===== config.mk =====
export PLATFORM = sky130hd
export DESIGN_NAME = song_sequencer
export DESIGN_NICKNAME = d
export VERILOG_FILES = /design/src/rtl/song_sequencer.sv
export SDC_FILE = /design/constraint.sdc
export NUM_CORES = 1
export LEC_CHECK = 0
export BUFFER_PORTS_ARGS = -buffer_cell sky130_fd_sc_hd__buf_4
export CORE_MARGIN = 8
export CORE_UTILIZATION = 45
export CTS_CLUSTER_DIAMETER = 30
export DETAILED_ROUTE_END_ITERATION = 8
export PLACE_DENSITY_LB_ADDON = 0.25
export SETUP_SLACK_MARGIN = 0.4
export SYNTH_ARGS = -nofsm -noshare
export SYNTH_HDL_FRONTEND = slang
export SYNTH_SLANG_ARGS = --single-unit

===== constraint.sdc =====
create_clock -name clk -period 7.4 [get_ports clk]
set_input_delay 0.74 -clock clk [delete_from_list [all_inputs] [get_ports clk]]
set_output_delay 0.74 -clock clk [all_outputs]
set_load 0.005 [all_outputs]

===== src/rtl/song_sequencer.sv =====
// Song sequencer: walks a song table note by note, sounding each note for its length minus a silent gap.
// Build option: define SONG_LOOP_EN to make a finished song restart from its first note until stopped.
`ifndef SONG_BITS
`define SONG_BITS 2
`endif
`ifndef SONG_CNT_BITS
`define SONG_CNT_BITS 8
`endif
`ifndef OCTAVE_BITS
`define OCTAVE_BITS 3
`endif
`ifndef NOTE_BITS
`define NOTE_BITS 4
`endif
`ifndef LENGTH_BITS
`define LENGTH_BITS 4
`endif

module song_sequencer #(
  parameter int unsigned UNIT_CYCLES = 2_500_000,
  parameter int unsigned GAP_CYCLES  = 250_000
) (
  input  logic                      clk,
  input  logic                      rst_n,
  input  logic                      start,
  input  logic                      stop,
  input  logic                      pause,
  input  logic [`SONG_BITS-1:0]     song_sel,
  output logic [`SONG_BITS-1:0]     rom_song,
  output logic [`SONG_CNT_BITS-1:0] rom_cnt,
  input  logic [`SONG_CNT_BITS-1:0] rom_track,
  input  logic [`OCTAVE_BITS-1:0]   rom_octave,
  input  logic [`NOTE_BITS-1:0]     rom_note,
  input  logic [`LENGTH_BITS-1:0]   rom_length,
  output logic                      tone_valid,
  output logic [`OCTAVE_BITS-1:0]   tone_octave,
  output logic [`NOTE_BITS-1:0]     tone_note,
  output logic                      busy,
  output logic                      done
);

  localparam int unsigned SONG_W  = `SONG_BITS;
  localparam int unsigned CNT_W   = `SONG_CNT_BITS;
  localparam int unsigned OCT_W   = `OCTAVE_BITS;
  localparam int unsigned NOTE_W  = `NOTE_BITS;
  localparam int unsigned LEN_W   = `LENGTH_BITS;
  localparam int unsigned TIMER_W = LEN_W + 32;

  typedef enum logic [2:0] {IDLE, FETCH, PLAY, GAP, END} state_t;

  state_t              state, state_n;
  logic [TIMER_W-1:0]  timer, timer_n;
  logic [SONG_W-1:0]   song_n;
  logic [CNT_W-1:0]    cnt_n;
  logic [OCT_W-1:0]    oct_n;
  logic [NOTE_W-1:0]   note_n;
  logic                tone_valid_n;
  logic                busy_n;
  logic                done_n;

  // State register and all registered outputs
  always_ff @(posedge clk or negedge rst_n) begin
    if (!rst_n) begin
      state       <= IDLE;
      timer       <= '0;
      rom_song    <= '0;
      rom_cnt     <= '0;
      tone_octave <= '0;
      tone_note   <= '0;
      tone_valid  <= 1'b0;
      busy        <= 1'b0;
      done        <= 1'b0;
    end else begin
      state       <= state_n;
      timer       <= timer_n;
      rom_song    <= song_n;
      rom_cnt     <= cnt_n;
      tone_octave <= oct_n;
      tone_note   <= note_n;
      tone_valid  <= tone_valid_n;
      busy        <= busy_n;
      done        <= done_n;
    end
  end

  // Next-state and next-output logic
  always_comb begin
    state_n = state;
    timer_n = timer;
    song_n  = rom_song;
    cnt_n   = rom_cnt;
    oct_n   = tone_octave;
    note_n  = tone_note;

    case (state)
      IDLE: begin
        if (start) begin
          song_n  = song_sel;
          cnt_n   = '0;
          state_n = FETCH;
        end
      end
      FETCH: begin
        if (rom_cnt >= rom_track) begin
          state_n = END;
        end else if (rom_length == '0) begin
          cnt_n = rom_cnt + CNT_W'(1);
        end else begin
          oct_n   = rom_octave;
          note_n  = rom_note;
          timer_n = TIMER_W'(rom_length) * TIMER_W'(UNIT_CYCLES) - TIMER_W'(GAP_CYCLES);
          state_n = PLAY;
        end
      end
      PLAY: begin
        if (!pause) begin
          if (timer <= TIMER_W'(1)) begin
            if (GAP_CYCLES == 0) begin
              cnt_n   = rom_cnt + CNT_W'(1);
              timer_n = '0;
              state_n = FETCH;
            end else begin
              timer_n = TIMER_W'(GAP_CYCLES);
              state_n = GAP;
            end
          end else begin
            timer_n = timer - TIMER_W'(1);
          end
        end
      end
      GAP: begin
        if (!pause) begin
          if (timer <= TIMER_W'(1)) begin
            cnt_n   = rom_cnt + CNT_W'(1);
            timer_n = '0;
            state_n = FETCH;
          end else begin
            timer_n = timer - TIMER_W'(1);
          end
        end
      end
      END: begin
`ifdef SONG_LOOP_EN
        cnt_n   = '0;
        state_n = FETCH;
`else
        state_n = IDLE;
`endif
      end
      default: state_n = IDLE;
    endcase

    // Abort overrides everything, including a simultaneous start
    if (stop) begin
      state_n = IDLE;
      timer_n = '0;
    end

    tone_valid_n = (state_n == PLAY) && !pause;
    busy_n       = (state_n != IDLE);
    done_n       = (state_n == END);
  end

endmodule

==> key figures, run 1 <==
Run status
  – Outcome: finished clean

Worst setup path
  – FF-to-FF path depth: 10
  – CP max stage delay: 0.77 ns
  – CP endpoint kind: flop
  – Worst path slowest cell: a32oi_1
  – Cells along the critical path: buf_4 > inv_1 > ha_1 > fa_1 > ha_1 > a211oi_1 > o21ai_1 > and2_1 > or3_1 > a32oi_1 > nor4bb_1 > o21ai_0 > a22oi_1
  – Largest delay share family, worst path: compound AO/OA/AOI/OAI gates
  – Reg2reg end: tone_valid
  – Most used cell, CP: ha_1
  – Critical Setup Path Class: input pin to flop
  – Max FO, Critical Path: 18
  – R2R setup slack: 3.58 ns
  – R2r startpoint: rom_cnt[0]
  – CP Buf/Inv Count: 2
  – CP startpoint kind: input pin
  – Crit path required time: 7.64 ns
  – WP data arrival: 5.10 ns

Clock network
  – Clk sinks: 59
  – Clock transition at the registers of the reported paths: 0.05 ns
  – Postcts setup bufs: 0
  – Post-CTS sizing: 0
  – CTS tree: built
  – Later-pin clock latency in the skew report: 0.33 ns
  – Clk root buf: clkbuf_16
  – Largest buffer count on any clock path: 2
  – Total CTS buffers: 9
  – H-tree levels: 3
  – Cts hold-fix bufs: 0

Synth
  – Synth area leader: dfrtp_1
  – Unique cell type count in the Yosys netlist: 77
  – Register area share after synthesis: 0.284
  – Yosys top cell area share: 0.284
  – Synthesized area: 5210 sq um
  – Post-synth EDFFs: 0
  – Post-synth ARST share: 1.00
  – Top cells by area, synth: dfrtp_1 28%, ha_1 8.7%, a21oi_1 4.7%
  – Yosys warns: 0
  – Post-Synthesis Cells: 639
  – Syn nets: 703
  – Syn avg cell area: 8.15 sq um
  – Commonest cells post-synth: 59 x dfrtp_1, 58 x nor2_1, 49 x a21oi_1, 49 x nand2_1, 43 x o21ai_0
  – FF+latch count, synth: 59
  – Most common cell in the netlist: dfrtp_1
  – Top_reg_cell synth: dfrtp_1

Layout
  – Synth-to-Final Area Change: 13.3%
  – Filler cells: 1078
  – Number of nets in the layout: 728
  – Fraction of layout cells with a size suffix above 1: 0.135
  – Finished Cell Area: 5900 sq um
  – Diode count: 0

Flow run
  – Max_cap viols: 0

Floorplan
  – Initial core utilization: 0.458
  – Row count: 39
  – DIE AREA: 15300 sq um
  – # IOs: 46
  – Core area: 11400 sq um
  – Die height: 124 um
  – Die X: 124 um

Global routing
  – First-pass GRT wire length: 23.6 mm
  – Initial antenna violation count: 0
  – Largest net degree at the start of global routing: 60
  – Gr usage total: 0.191
  – Total grt overflow: 0
  – Number of global-route vias before repair: 4832

Detailed routing
  – Via Count: 5003
  – DRT Pass-1 Iters: 5
  – ANT nets after route: 0
  – Vias per cell: 6.16
  – Initial drt markers: 347
  – # DRC: 0
  – DR WL/cell: 17.6 um
  – WL final: 14.3 mm

Placement
  – HPWL after DPL: 10.3 mm
  – Port bufs: 45
  – Placed inst area: 5600 sq um
  – Gpl congestion: 0.856

Power and ir drop
  – Sw frac: 0.376
  – VDD IR max: 141 uV
  – Share of power burned in the clock network: 0.296
  – Power Internal: 0.000863 W
  – Switching power: 0.000519 W
  – Logic gate share of total power: 0.411
  – Power Total: 0.00138 W
  – Seq pwr share: 0.293
  – Cell Pwr Density: 234 nW/um^2
  – Leak: 2.63 nW

STA
  – Final worst-path cycle share: 0.657
  – Fmax: 0.206 GHz
  – Minimum clock period: 4.86 ns
  – RSZ-0062 raised after global routing: no
  – Slew HR: 0.163
  – Final TNS setup: 0 ns
  – Final setup viols: 0
  – Slew Limit Fails: 0
  – Final hold vios: 0
  – Tightest Pin Transition: 1.25 ns
  – Worst Skew: 0.00442 ns

Min path
  – Hold WC Path Type: input pin to async pin
-- kinds of logic after synthesis --
family | Yosys count | synth area share
compound gates | 192 | 0.243
xor+xnor | 34 | 0.0572
fa+ha+maj | 38 | 0.0942
buf+inv | 59 | 0.0452
flops | 59 | 0.284
mux | 10 | 0.0214
simple gates | 247 | 0.255
-- flip-flops by register name, indices dropped and copies added (netlist names) --
signal and flops:
busy 1, done 1, rom_cnt 8, rom_song 2, state 3, timer 36, tone_note 4, tone_octave 3
tone_valid 1
-- area by class of cell --
class	count	area, sq um	area share
timing repair buffer	48	360	0.0611
sequential	59	1480	0.250
clock inverter	5	52.6	0.00891
clock buffer	11	243	0.0411
multi-input combinational	521	3490	0.592
inverter	25	93.8	0.0159
tap	143	179	0.0303
-- metrics by stage --
stage	setup slack [ns]	hold WS (ns)	cells	util
finish	2.54	0.490	812	0.519
global placement	2.46	0.489	796	0.493
CTS	2.63	0.508	812	0.519
global route	2.16	0.533	812	0.519
floorplan	3.06	0.444	639	-
detailed placement	2.28	0.496	796	0.493
-- power by group through the flow --
stage	clock network (W)	registers [W]	logic, W
finish	0.000409	0.000405	0.000568
global route	0.000436	0.000412	0.000627
CTS	0.000420	0.000403	0.000561
detailed placement	0	0.000408	0.000558
global placement	0	0.000406	0.000548
floorplan	0	0.000399	0.000413
-- layer usage --
metal,vias to the layer above,part of all wire,global-route usage
li1,2442,-,-
met1,2376,0.44,0.238
met2,170,0.48,0.321
met3,15,0.068,0.0365
met4,0,0.012,0.0692
met5,-,0,0
-- placed cells by master, fill, tap and decap left out, types with 4 or more instances in the layout --
cell type / netlist / layout
nand4b_1: 5 / 5
nand2b_1: 11 / 11
a21boi_0: 4 / 4
ha_1: 36 / 36
and4_1: 7 / 7
nand3_1: 16 / 16
or4_1: 11 / 11
a211oi_1: 6 / 6
a22o_1: 6 / 6
nor4_1: 11 / 11
a211o_1: 4 / 4
clkbuf_16: 0 / 9
a21oi_1: 49 / 49
o211ai_1: 5 / 5
mux2_2: 9 / 9
and2_1: 7 / 7
o21ai_0: 43 / 43
nor3_1: 22 / 22
nand2_1: 49 / 49
nand4_1: 10 / 10
and3_1: 5 / 5
nor2_1: 58 / 58
nor2b_1: 6 / 6
a21o_1: 8 / 8
inv_1: 24 / 24
or2_2: 5 / 5
o22ai_1: 4 / 4
dfrtp_1: 59 / 59
o32ai_1: 4 / 4
or3_1: 7 / 7
xor2_1: 14 / 14
xnor2_1: 20 / 20
buf_4: 0 / 48
a31oi_1: 10 / 10
a22oi_1: 5 / 5
-- worst register-to-register path: stages (launching register included) --
cell      delay [ns]
dfrtp_1         0.47
inv_1           0.09
ha_1            0.28
nand2b_1        0.14
a211oi_1        0.24
o311ai_0        0.24
and2_1          0.25
or4_1           0.52
a21oi_1         0.98
o21ai_0         0.29
nor3_1          0.23
-- how the worst max path moves through the flow --
stage	startpoint	end	slack [ns]	cells after the start
after floorplan	rom_length[3]	timer[26]	3.06	14
final	rom_length[2]	timer[23]	2.54	13
after detailed placement	rom_length[2]	timer[23]	2.28	13
after global routing	rom_length[2]	timer[26]	2.16	13
after global placement	rom_length[2]	timer[30]	2.46	13
after CTS	rom_length[2]	timer[26]	2.63	13
(Power assumes the default switching activity.)
==> run 2: changes to the inputs <==
Settings changed: ABC_AREA set to 1.
Clock period 7.4 ns to 5 ns, I/O delays scaled along.
==> run 2 against run 1 <==
  * Synthesized cell count increased by 33%
  * Sequential share of layout area decreased by 2.8 points
  * Critical path depth increased by 4
  * Area after synthesis increased by 12%
  * Clock skew increased by 0.0018 ns
  * Clock power increased by 57%
  * Critical path type unchanged
  * Critical endpoint is now timer[34]
==> key figures, run 2 <==
Run status
  – Outcome: finished clean

Placement
  – Port bufs: 45 (unchanged)
  – Gpl congestion: 0.933 (+9.0%)
  – Placed cell count: 1060 (+33%)
  – HPWL after DPL: 12.1 mm (+18%)

Clock network
  – Postcts setup bufs: 0 (unchanged)
  – Clock transition at the registers of the reported paths: 0.06 ns (about the same)
  – Clk sinks: 59 (unchanged)
  – H-tree levels: 3 (unchanged)
  – Largest buffer count on any clock path: 2 (unchanged)
  – Total CTS buffers: 9 (unchanged)
  – Clk root buf: clkbuf_16
  – Post-CTS sizing: 0 (unchanged)
  – Cts hold-fix bufs: 0 (unchanged)
  – Later-pin clock latency in the skew report: 0.34 ns (about the same)
  – CTS tree: built

STA
  – Fmax: 0.317 GHz
  – Slew Limit Fails: 0 (unchanged)
  – Tightest Pin Transition: 0.820 ns (-0.434 ns)
  – Slew HR: 0.452 (+0.288)
  – Final TNS setup: 0 ns (unchanged)
  – Final worst-path cycle share: 0.632
  – Worst Skew: 0.00620 ns (+0.00179 ns)
  – Final hold vios: 0 (unchanged)
  – Final setup viols: 0 (unchanged)
  – Minimum clock period: 3.16 ns
  – RSZ-0062 raised after global routing: no
  – Hold WS: 0.226 ns (-0.263 ns)

Detailed routing
  – WL final: 15.7 mm (+10%)
  – Via Count: 5672 (+13%)
  – Vias per cell: 5.27 (-14%)
  – # DRC: 0 (unchanged)
  – DR WL/cell: 14.6 um (-17%)
  – ANT nets after route: 0 (unchanged)
  – Initial drt markers: 400 (+15%)
  – DRT Pass-1 Iters: 5 (unchanged)

Synth
  – Register area share after synthesis: 0.253 (-0.0301)
  – FF+latch count, synth: 59 (unchanged)
  – Post-synth EDFFs: 0 (unchanged)
  – Top_reg_cell synth: dfrtp_1
  – Synth Area in XOR/XNOR: 0.0376 (-0.0196)
  – Post-synth ARST share: 1.00 (unchanged)
  – Synthesized area: 5830 sq um (+12%)
  – Most common cell in the netlist: nand2_1
  – Commonest cells post-synth: 211 x nand2_1, 97 x inv_1, 88 x nor2_1
  – Mux cell area share after synthesis: 0.0135 (-0.00786)
  – Main combinational cell family by area after synthesis: simple AND/OR/NAND/NOR gates
  – Synth area leader: dfrtp_1
  – Yosys top cell area share: 0.253 (-0.0301)
  – Simple-Gate Fraction of Synth Area: 0.419 (+0.164)
  – Syn avg cell area: 6.83 sq um (-16%)
  – Syn nets: 917 (+30%)
  – Yosys warns: 0 (unchanged)
  – Top cells by area, synth: dfrtp_1 25%, nand2_1 14%, ha_1 7.7%
  – Post-Synthesis Cells: 853 (+33%)
  – Adder-cell share of the synthesized area: 0.0842 (-0.0100)
  – Unique cell type count in the Yosys netlist: 50 (-35%)
  – Post-synthesis compound-gate area fraction: 0.109 (-0.135)

Floorplan
  – DIE AREA: 16800 sq um (+10%)
  – Die height: 130 um (+5.0%)
  – Initial core utilization: 0.462 (+0.00372)
  – Core area: 12600 sq um (+11%)
  – # IOs: 46 (unchanged)
  – Row count: 41 (+5.1%)
  – Die X: 130 um (+5.0%)

Global routing
  – First-pass GRT wire length: 26.6 mm (+13%)
  – Gr usage total: 0.196 (+0.00539)
  – Largest net degree at the start of global routing: 60 (unchanged)
  – Total grt overflow: 0 (unchanged)
  – Initial antenna violation count: 0 (unchanged)
  – Number of global-route vias before repair: 5472 (+13%)

Flow run
  – Max_cap viols: 0 (unchanged)

Worst setup path
  – CP Depth: 17 (+4)
  – CP endpoint kind: flop
  – Cells along the critical path: buf_4 > inv_1 > ha_1 > fa_1 > ha_1 > nand2_1 > inv_1 > nor2_1 > nor2_1 > nand3_2 > nand2_1 > a21oi_2 > nand3_4 > nand2_4 > nand2_4 > nand3_1 > o21ai_1
  – CP Buf/Inv Count: 3 (+1)
  – Largest delay share family, worst path: adder cells
  – Max FO, Critical Path: 12 (-6)
  – CP startpoint kind: input pin
  – CP max stage delay: 0.47 ns (-0.30 ns)
  – FF-to-FF path depth: 12 (+2)
  – Worst path slowest cell: fa_1
  – WP data arrival: 3.36 ns (-1.74 ns)
  – Critical Setup Path Class: input pin to flop
  – Crit path required time: 5.21 ns (-2.43 ns)

Power and ir drop
  – VDD IR max: 233 uV (+64%)
  – Power Total: 0.00292 W (+110%)
  – Leak: 3.43 nW (+31%)
  – Cell Pwr Density: 440 nW/um^2 (+88%)

Layout
  – Diode count: 0 (unchanged)
  – Number of nets in the layout: 963 (+32%)
  – Reg with most FFs: timer
  – Final cell count without fillers: 1076 (+33%)
  – Most frequent cells in the layout: 211 x nand2_1, 97 x inv_1, 88 x nor2_1, 76 x nand3_1, 59 x dfrtp_1
  – Commonest non-fill, non-tap cell in the layout: nand2_1
  – Max reg flops: 36 (unchanged)
  – Synth-to-Final Area Change: 13.9%
  – Fraction of layout cells with a size suffix above 1: 0.187 (+0.0524)
  – Fin util: 0.526 (+0.00700)
  – Largest registers: timer (36), rom_cnt (8), tone_note (4)

Min path
  – Hold WC Path Type: input pin to async pin
==> run 2: cell count changes after synthesis, moves of 13 or more <==
| cell | previous run | this run |
|---|---|---|
| clkbuf_1 | 25 | 3 |
| inv_1 | 24 | 97 |
| inv_2 | 0 | 16 |
| nand2_1 | 49 | 211 |
| nand2_2 | 0 | 23 |
| nand3_1 | 16 | 76 |
| nor2_1 | 58 | 88 |
| nor2_2 | 0 | 13 |
| o21ai_0 | 43 | 16 |
| o21ai_1 | 3 | 22 |
| xnor2_1 | 20 | 3 |
==> run 2: cell type report <==
cell class / count / area [sq um]
Fill cell: 1272 / 5980
Multi-Input combinational cell: 670 / 3860
Sequential cell: 59 / 1480
Inverter: 114 / 433
Timing Repair Buffer: 45 / 338
Clock buffer: 9 / 225
Tap cell: 172 / 215
Clock inverter: 7 / 83.8
==> run 2: through the flow <==
stage	worst slack, ns	instance area (sq um)
floorplan	1.88	5830
global placement	1.57	6330
detailed placement	1.51	6330
CTS	1.85	6640
global route	1.61	6640
finish	1.84	6640
==> run 2: logic make-up (layout without fill, tap and decap cells) <==
family	count (synthesis)	in the layout
compound gates	107	107
xor+xnor	25	25
fa+ha+maj	38	38
buf+inv	124	175
flops	59	59
mux	7	7
simple gates	493	493
==> run 2: worst reg2reg max path, stage by stage, from the launching register on <==
cell and delay [ns]:
dfrtp_1 0.43, ha_1 0.32, nand2_1 0.07, nor2_1 0.15, nand4_1 0.09, nand3_1 0.17, nand2_1 0.18, nand2_1 0.11
inv_2 0.06, nor2_4 0.41, inv_2 0.35, nand3_1 0.17, o211ai_1 0.09
==> run 2: final timing paths <==
check / startpoint / end / slack, ns
max in group asynchronous: rst_n / timer[21] / 4.26
min in group clk: song_sel[1] / rom_song[1] / 0.36
min reg2reg: rom_song[0] / rom_song[0] / 0.50
max reg2reg: rom_cnt[7] / timer[6] / 2.25
min: rst_n / tone_note[0] / 0.23
max: rom_length[2] / timer[34] / 1.84
==> run 2: layer usage <==
metal	wire length, um	vias up	track usage
met5	0	-	0
met4	391	0	0.0731
met3	854	31	0.0384
met2	7220	148	0.319
met1	7220	2601	0.252
li1	-	2892	-
==> run 2: power by group <==
group          total [W]  leakage, nW  switching (W)  internal, W
registers       0.000681        0.786      0.0000962     0.000585
logic            0.00160         2.50        0.00106     0.000544
clock network   0.000642        0.149       0.000249     0.000394
